[src/rtl/program_loader_if.sv]
// ============================================================================
// Module      : program_loader_if
// Description : Byte-stream input and instruction-memory write port bundle
//               for program_loader.
// Revision    : 1.0 - initial release
// ============================================================================
`default_nettype none

interface program_loader_if #(
  parameter int ADDR_WIDTH = 8
);
  logic [7:0]            iData;
  logic                  iValid;
  logic                  oReady;
  logic                  oWriteEnable;
  logic [ADDR_WIDTH-1:0] oWriteAddress;
  logic [27:0]           oInstruction;
  logic                  oCpuHold;
  logic                  oDone;
  logic                  oError;

  // Host side: stream source and consumer of the memory write port / status.
  modport master (
    output iData, iValid,
    input  oReady, oWriteEnable, oWriteAddress, oInstruction,
    input  oCpuHold, oDone, oError
  );

  modport slave (
    input  iData, iValid,
    output oReady, oWriteEnable, oWriteAddress, oInstruction,
    output oCpuHold, oDone, oError
  );
endinterface

`default_nettype wire

[src/rtl/program_loader.sv]
// ============================================================================
// Module      : program_loader
// Description : Framed byte-stream loader writing 28-bit words into CPU
//               instruction memory; optional trailing XOR checksum enabled
//               by defining LOADER_CHECKSUM_EN.
// Revision    : 1.0 - initial release
// ============================================================================
`default_nettype none

module program_loader #(
  parameter int         ADDR_WIDTH     = 8,
  parameter int         MAX_WORDS      = 255,
  parameter logic [7:0] SYNC_BYTE      = 8'hA5,
  parameter int         TIMEOUT_CYCLES = 50000
) (
  input  wire logic      clk,
  input  wire logic      rst_n,
  program_loader_if.slave bus
);

  localparam int c_CW = ((ADDR_WIDTH > 8) ? ADDR_WIDTH : 8) + 1;
  localparam int c_TW = (TIMEOUT_CYCLES > 1) ? $clog2(TIMEOUT_CYCLES + 1) : 1;
  localparam logic [c_TW-1:0] c_TIMER_LAST =
    c_TW'((TIMEOUT_CYCLES > 0) ? (TIMEOUT_CYCLES - 1) : 0);

  typedef enum logic [1:0] {
    S_IDLE    = 2'd0,
    S_COUNT   = 2'd1,
    S_PAYLOAD = 2'd2
`ifdef LOADER_CHECKSUM_EN
    , S_CHECK = 2'd3
`endif
  } state_t;

  state_t                r_state,   w_state;
  logic                  r_ready;
  logic                  r_we,      w_we;
  logic [ADDR_WIDTH-1:0] r_waddr,   w_waddr;
  logic [27:0]           r_instr,   w_instr;
  logic                  r_hold,    w_hold;
  logic                  r_done,    w_done;
  logic                  r_error,   w_error;
  logic [7:0]            r_count,   w_count;
  logic [ADDR_WIDTH-1:0] r_addr,    w_addr;
  logic [1:0]            r_byteIdx, w_byteIdx;
  logic [19:0]           r_word,    w_word;
  logic [c_TW-1:0]       r_timer,   w_timer;
`ifdef LOADER_CHECKSUM_EN
  logic [7:0]            r_csum,    w_csum;
`endif

  logic w_accept;
  logic w_lastWord;

  assign w_accept   = bus.iValid & r_ready;
  assign w_lastWord = ((c_CW'(r_addr) + c_CW'(1)) == c_CW'(r_count));

  always_ff @(posedge clk or negedge rst_n) begin
    if (!rst_n) begin
      r_state   <= S_IDLE;
      r_ready   <= 1'b0;
      r_we      <= 1'b0;
      r_waddr   <= '0;
      r_instr   <= '0;
      r_hold    <= 1'b0;
      r_done    <= 1'b0;
      r_error   <= 1'b0;
      r_count   <= '0;
      r_addr    <= '0;
      r_byteIdx <= '0;
      r_word    <= '0;
      r_timer   <= '0;
`ifdef LOADER_CHECKSUM_EN
      r_csum    <= '0;
`endif
    end else begin
      r_state   <= w_state;
      r_ready   <= 1'b1;
      r_we      <= w_we;
      r_waddr   <= w_waddr;
      r_instr   <= w_instr;
      r_hold    <= w_hold;
      r_done    <= w_done;
      r_error   <= w_error;
      r_count   <= w_count;
      r_addr    <= w_addr;
      r_byteIdx <= w_byteIdx;
      r_word    <= w_word;
      r_timer   <= w_timer;
`ifdef LOADER_CHECKSUM_EN
      r_csum    <= w_csum;
`endif
    end
  end

  always_comb begin
    w_state   = r_state;
    w_we      = 1'b0;
    w_waddr   = r_waddr;
    w_instr   = r_instr;
    w_hold    = r_hold;
    w_done    = r_done;
    w_error   = r_error;
    w_count   = r_count;
    w_addr    = r_addr;
    w_byteIdx = r_byteIdx;
    w_word    = r_word;
    w_timer   = r_timer;
`ifdef LOADER_CHECKSUM_EN
    w_csum    = r_csum;
`endif

    if ((r_state != S_IDLE) && !w_accept) begin
      // Inter-byte stall inside a frame: abort once the idle budget is spent.
      if (TIMEOUT_CYCLES != 0) begin
        if (r_timer == c_TIMER_LAST) begin
          w_state   = S_IDLE;
          w_error   = 1'b1;
          w_done    = 1'b0;
          w_byteIdx = '0;
          w_timer   = '0;
        end else begin
          w_timer = r_timer + c_TW'(1);
        end
      end
    end else if (w_accept) begin
      w_timer = '0;
      case (r_state)
        S_IDLE: begin
          if (bus.iData == SYNC_BYTE) begin
            w_state   = S_COUNT;
            w_hold    = 1'b1;
            w_done    = 1'b0;
            w_error   = 1'b0;
            w_addr    = '0;
            w_byteIdx = '0;
`ifdef LOADER_CHECKSUM_EN
            w_csum    = '0;
`endif
          end
        end
        S_COUNT: begin
          if ((bus.iData == 8'd0) || (32'(bus.iData) > 32'(MAX_WORDS))) begin
            w_state = S_IDLE;
            w_error = 1'b1;
          end else begin
            w_count = bus.iData;
            w_state = S_PAYLOAD;
          end
        end
        S_PAYLOAD: begin
`ifdef LOADER_CHECKSUM_EN
          w_csum    = r_csum ^ bus.iData;
`endif
          // Only 20 bits are kept so byte 0's upper nibble falls off the top.
          w_word    = {r_word[11:0], bus.iData};
          w_byteIdx = r_byteIdx + 2'd1;
          if (r_byteIdx == 2'd3) begin
            w_we    = 1'b1;
            w_waddr = r_addr;
            w_instr = {r_word, bus.iData};
            w_addr  = r_addr + ADDR_WIDTH'(1);
            if (w_lastWord) begin
`ifdef LOADER_CHECKSUM_EN
              w_state = S_CHECK;
`else
              w_state = S_IDLE;
              w_done  = 1'b1;
              w_hold  = 1'b0;
`endif
            end
          end
        end
`ifdef LOADER_CHECKSUM_EN
        S_CHECK: begin
          w_state = S_IDLE;
          if (bus.iData == r_csum) begin
            w_done = 1'b1;
            w_hold = 1'b0;
          end else begin
            w_error = 1'b1;
          end
        end
`endif
        default: w_state = S_IDLE;
      endcase
    end
  end

  assign bus.oReady        = r_ready;
  assign bus.oWriteEnable  = r_we;
  assign bus.oWriteAddress = r_waddr;
  assign bus.oInstruction  = r_instr;
  assign bus.oCpuHold      = r_hold;
  assign bus.oDone         = r_done;
  assign bus.oError        = r_error;

endmodule

`default_nettype wire
[src/flat_wrapper.sv]
// flat-port wrapper written by rule: the top's interface ports become plain ports
module program_loader_flat 
#(
  parameter int         ADDR_WIDTH     = 8,
  parameter int         MAX_WORDS      = 255,
  parameter logic [7:0] SYNC_BYTE      = 8'hA5,
  parameter int         TIMEOUT_CYCLES = 50000
)
  (clk, rst_n, bus_iData, bus_iValid, bus_oReady, bus_oWriteEnable, bus_oWriteAddress, bus_oInstruction, bus_oCpuHold, bus_oDone, bus_oError);
  program_loader_if #(.ADDR_WIDTH(ADDR_WIDTH)) bus_i ();
  input  wire logic clk;
  input  wire logic rst_n;
  input wire logic [$bits(bus_i.iData)-1:0] bus_iData;
  input wire logic [$bits(bus_i.iValid)-1:0] bus_iValid;
  output wire logic [$bits(bus_i.oReady)-1:0] bus_oReady;
  output wire logic [$bits(bus_i.oWriteEnable)-1:0] bus_oWriteEnable;
  output wire logic [$bits(bus_i.oWriteAddress)-1:0] bus_oWriteAddress;
  output wire logic [$bits(bus_i.oInstruction)-1:0] bus_oInstruction;
  output wire logic [$bits(bus_i.oCpuHold)-1:0] bus_oCpuHold;
  output wire logic [$bits(bus_i.oDone)-1:0] bus_oDone;
  output wire logic [$bits(bus_i.oError)-1:0] bus_oError;
  assign bus_i.iData = bus_iData;
  assign bus_i.iValid = bus_iValid;
  assign bus_oReady = bus_i.oReady;
  assign bus_oWriteEnable = bus_i.oWriteEnable;
  assign bus_oWriteAddress = bus_i.oWriteAddress;
  assign bus_oInstruction = bus_i.oInstruction;
  assign bus_oCpuHold = bus_i.oCpuHold;
  assign bus_oDone = bus_i.oDone;
  assign bus_oError = bus_i.oError;
  program_loader #(.ADDR_WIDTH(ADDR_WIDTH), .MAX_WORDS(MAX_WORDS), .SYNC_BYTE(SYNC_BYTE), .TIMEOUT_CYCLES(TIMEOUT_CYCLES)) u_core (.clk(clk), .rst_n(rst_n), .bus(bus_i));
endmodule
[config.mk]
export PLATFORM = sky130hd
export DESIGN_NAME = program_loader_flat
export DESIGN_NICKNAME = d
export VERILOG_FILES = /design/src/rtl/program_loader_if.sv /design/src/rtl/program_loader.sv /design/src/flat_wrapper.sv
export SDC_FILE = /design/constraint.sdc
export NUM_CORES = 1
export LEC_CHECK = 0
export BUFFER_PORTS_ARGS = -buffer_cell sky130_fd_sc_hd__buf_2
export CAP_MARGIN = 20
export CORE_ASPECT_RATIO = 0.75
export CORE_UTILIZATION = 50
export DETAILED_ROUTE_END_ITERATION = 6
export GPL_TIMING_DRIVEN = 0
export PLACE_DENSITY = 0.7
export SETUP_SLACK_MARGIN = 0.2
export SYNTH_ARGS = -nofsm -noshare
export SYNTH_HDL_FRONTEND = slang
export SYNTH_SLANG_ARGS = --single-unit
[constraint.sdc]
create_clock -name clk -period 2.9 [get_ports clk]
set_clock_uncertainty 0.2 [all_clocks]
set_input_delay 0.29 -clock clk [delete_from_list [all_inputs] [get_ports clk]]
set_output_delay 0.29 -clock clk [all_outputs]
set_load 0.1 [all_outputs]
==> qor.txt <==
status: completed
CTS tree: done
via count: 3634
Num CTS Buffers: 9
Leak: 2.71 nW
CTS root buf: clkbuf_16
f_max: 381 MHz
row count: 29
register area share after synthesis: 0.557
EDFF count, synth: 0
pins over their slew limit: 0
initial DRC count: 343
setup TNS: 0 ns
TritonRoute pass-1 iters: 4
worst stage delay on the critical path: 0.64 ns
grt total ovfl: 0
Reg-to-Reg Start: u_core.r_timer[11]$_DFFE_PN0P_
Util after Layout: 0.614
unrepaired setup endpoints after global routing: yes
synthesized instance count: 483
clk buf depth: 2
worst rel slew slack: 0.454
Total Routing Usage GR: 0.251
worst path required time: 2.93 ns
Startpoint Class: input pin
routability cong.: 0.867
final hold violation count: 0
Nets: 565
top_reg_cell synth: dfrtp_1
port bufs: 51
Mapped Area: 4360 µm²
cell breakdown of the critical path: dlygate4sd3_1 > buf_2 > or4_1 > nor4_1 > o21ai_0 > a22o_1
worst-margin pin slew: 0.811 ns
Power Density: 546 nW/µm²
Worst EP arrival: 2.65 ns
synthesis-to-layout area growth: 19.1%
Synth async-reset ratio: 1.00
# diodes: 0
Die Y: 82.8 µm
placed insts: 643
first-pass GRT wire length: 17.4 mm
Syn Area/Cell: 9.02 µm²
placed inst area: 4780 µm²
H-tree depth: 3
worst setup path class: in -> reg
Post-CTS Setup Bufs: 0
CTS Sinks: 97
fin crit period: 2.62 ns
maximum vdd drop: 0.000374 V
PnR worst setup slack: 0.278 ns
pre-CTS WS: 0.327 ns
CORE AREA: 8450 µm²
Mapped Nets: 497
IO Pins: 52
FF+latch count, synth: 97
crit path from: bus_iData[1]
setup violators final: 0
Initial Util: 0.515
Hold WC Path Type: in -> reg
HP Start: bus_iData[5]
fraction of layout cells with a size suffix above 1: 0.158
Residual DRC: 0
Synth warnings: 0
Yosys cell types: 46
full die area: 9090 µm²
max cap viols: 0
clk slew on worst S/H paths: 0.07 ns
Post-Route WL: 10.3 mm
Critical Path Fanout Max: 4
Design Area, Final: 5190 µm²
die width: 110 µm
clk_lat worst skew: 0.34 ns
largest net degree at the start of global routing: 75
dpl hpwl: 7.06 mm
WL/cell: 15.5 µm
vias in the first global route: 3521
DR vias/cell: 5.47
final worst path period share: 0.904
non-filler cells, final: 664
slowest cell on the critical path: or4_1
CP bufs+invs: 2
antenna violations before repair: 0
critical path endpoint category: flop
Post-DRT Antenna Nets: 0
CP top delay family: simple AND/OR/NAND/NOR gates
-- report_power, final --
group | total [W] | switching, W | internal (W)
clock | 0.00139 | 0.000519 | 0.000871
sequential | 0.00136 | 0.00000306 | 0.00136
combinational | 0.0000835 | 0.0000624 | 0.0000211
-- layer usage --
metal / vias to the layer above / global-route usage / share of wire
met3: 9 / 0.0597 / 0.043
met1: 1774 / 0.377 / 0.50
li1: 1752 / - / -
met5: - / 0 / 0
met4: 0 / 0.0764 / 0.0094
met2: 99 / 0.361 / 0.45
-- through the flow --
stage	hold slack, ns	power, W
floorplan	-0.206	0.00141
finish	0.0130	0.00283
detailed placement	0.0162	0.00146
global route	0.0156	0.00291
CTS	0.00374	0.00285
global placement	0.250	0.00146
-- repair_timing --
item | 4_1_cts | 5_1_grt
resized for setup | 0 | 3
setup endpoints to repair | 0 | 6
hold buffers | 5 | 0
endpoints found under the hold margin | 29 | 0
-- tightest hold or removal path, delay by kind of cell --
family	cells	cell delay, ns
and+or+nand+nor	2	0.10
buffers and inverters	1	0.13
-- layout make-up --
cell class / instances / area, µm²
Timing Repair Buffer: 57 / 335
Buffer: 23 / 91.3
Multi-Input combinational cell: 358 / 1830
Sequential cell: 97 / 2430
Inverter: 5 / 18.8
Tap cell: 108 / 135
Clock buffer: 10 / 239
Fill cell: 717 / 3270
Clock inverter: 6 / 113
-- final timing paths --
path / to / slack (ns) / cells after the start
setup / recovery: u_core.bus.oDone$_DFFE_PN0P_ / 0.28 / 6
hold / removal: u_core.bus.oInstruction[5]$_DFFE_PN0P_ / 0.01 / 3
setup reg to reg: u_core.bus.oDone$_DFFE_PN0P_ / 0.29 / 5
hold reg to reg: u_core.bus.oInstruction[22]$_DFFE_PN0P_ / 0.27 / 2
max in group asynchronous: u_core.r_timer[13]$_DFFE_PN0P_ / 1.64 / 3
min in group asynchronous: u_core.bus.oInstruction[24]$_DFFE_PN0P_ / 0.19 / 2
-- cells in the mapped netlist, drive strengths merged, types with 3 or more instances --
library cell | number | area share
mux2 | 8 | 0.021
clkbuf | 19 | 0.016
o211ai | 3 | 0.0052
dfrtp | 97 | 0.56
o21ai | 30 | 0.034
nor2 | 17 | 0.016
inv | 4 | 0.0034
a21oi | 11 | 0.013
and3 | 4 | 0.0057
a22o | 6 | 0.012
ha | 3 | 0.0086
nand2 | 199 | 0.17
nor3 | 13 | 0.015
a211oi | 3 | 0.0052
nand3 | 9 | 0.010
nand4 | 3 | 0.0043
xor2 | 5 | 0.010
or3 | 5 | 0.0072
buf | 4 | 0.0043
nand2b | 4 | 0.0057
or4 | 3 | 0.0060
nor4 | 6 | 0.012
-- layout by cell type, fill, tap and decap left out, types with 3 or more instances in the layout --
master / instances
bufinv_16: 3
ha_1: 3
nand4_1: 3
clkbuf_16: 9
mux2_2: 8
dfrtp_1: 96
dlygate4sd3_1: 5
clkbuf_1: 18
a211oi_1: 3
nor3_1: 13
a21oi_1: 11
xor2_1: 5
o211ai_1: 3
o21ai_0: 30
nor2_1: 16
buf_2: 53
or3_1: 5
inv_1: 4
nor4_1: 4
a22o_1: 6
nand2_1: 199
nand3_1: 9
and3_1: 4
nand2b_1: 4
-- flip-flops by register name, summed over array words and instances, names as in the netlist --
| signal | cells |
|---|---|
| u_core.r_word | 20 |
| u_core.r_addr | 8 |
| u_core.r_byteIdx | 2 |
| u_core.bus.oReady | 1 |
| u_core.bus.oWriteEnable | 1 |
| u_core.bus.oError | 1 |
| u_core.r_count | 8 |
| u_core.bus.oDone | 1 |
| u_core.bus.oCpuHold | 1 |
| u_core.bus.oWriteAddress | 8 |
| u_core.bus.oInstruction | 28 |
| u_core.r_state | 2 |
| u_core.r_timer | 16 |
-- cell families after synthesis --
logic type,Yosys count,synth area share
buf+inv,28,0.0250
simple gates,272,0.270
flops,97,0.557
compound gates,66,0.0982
mux,8,0.0207
xor+xnor,8,0.0192
other cells,1,0.000861
fa+ha+maj,3,0.00862
(Power assumes the default switching activity.)
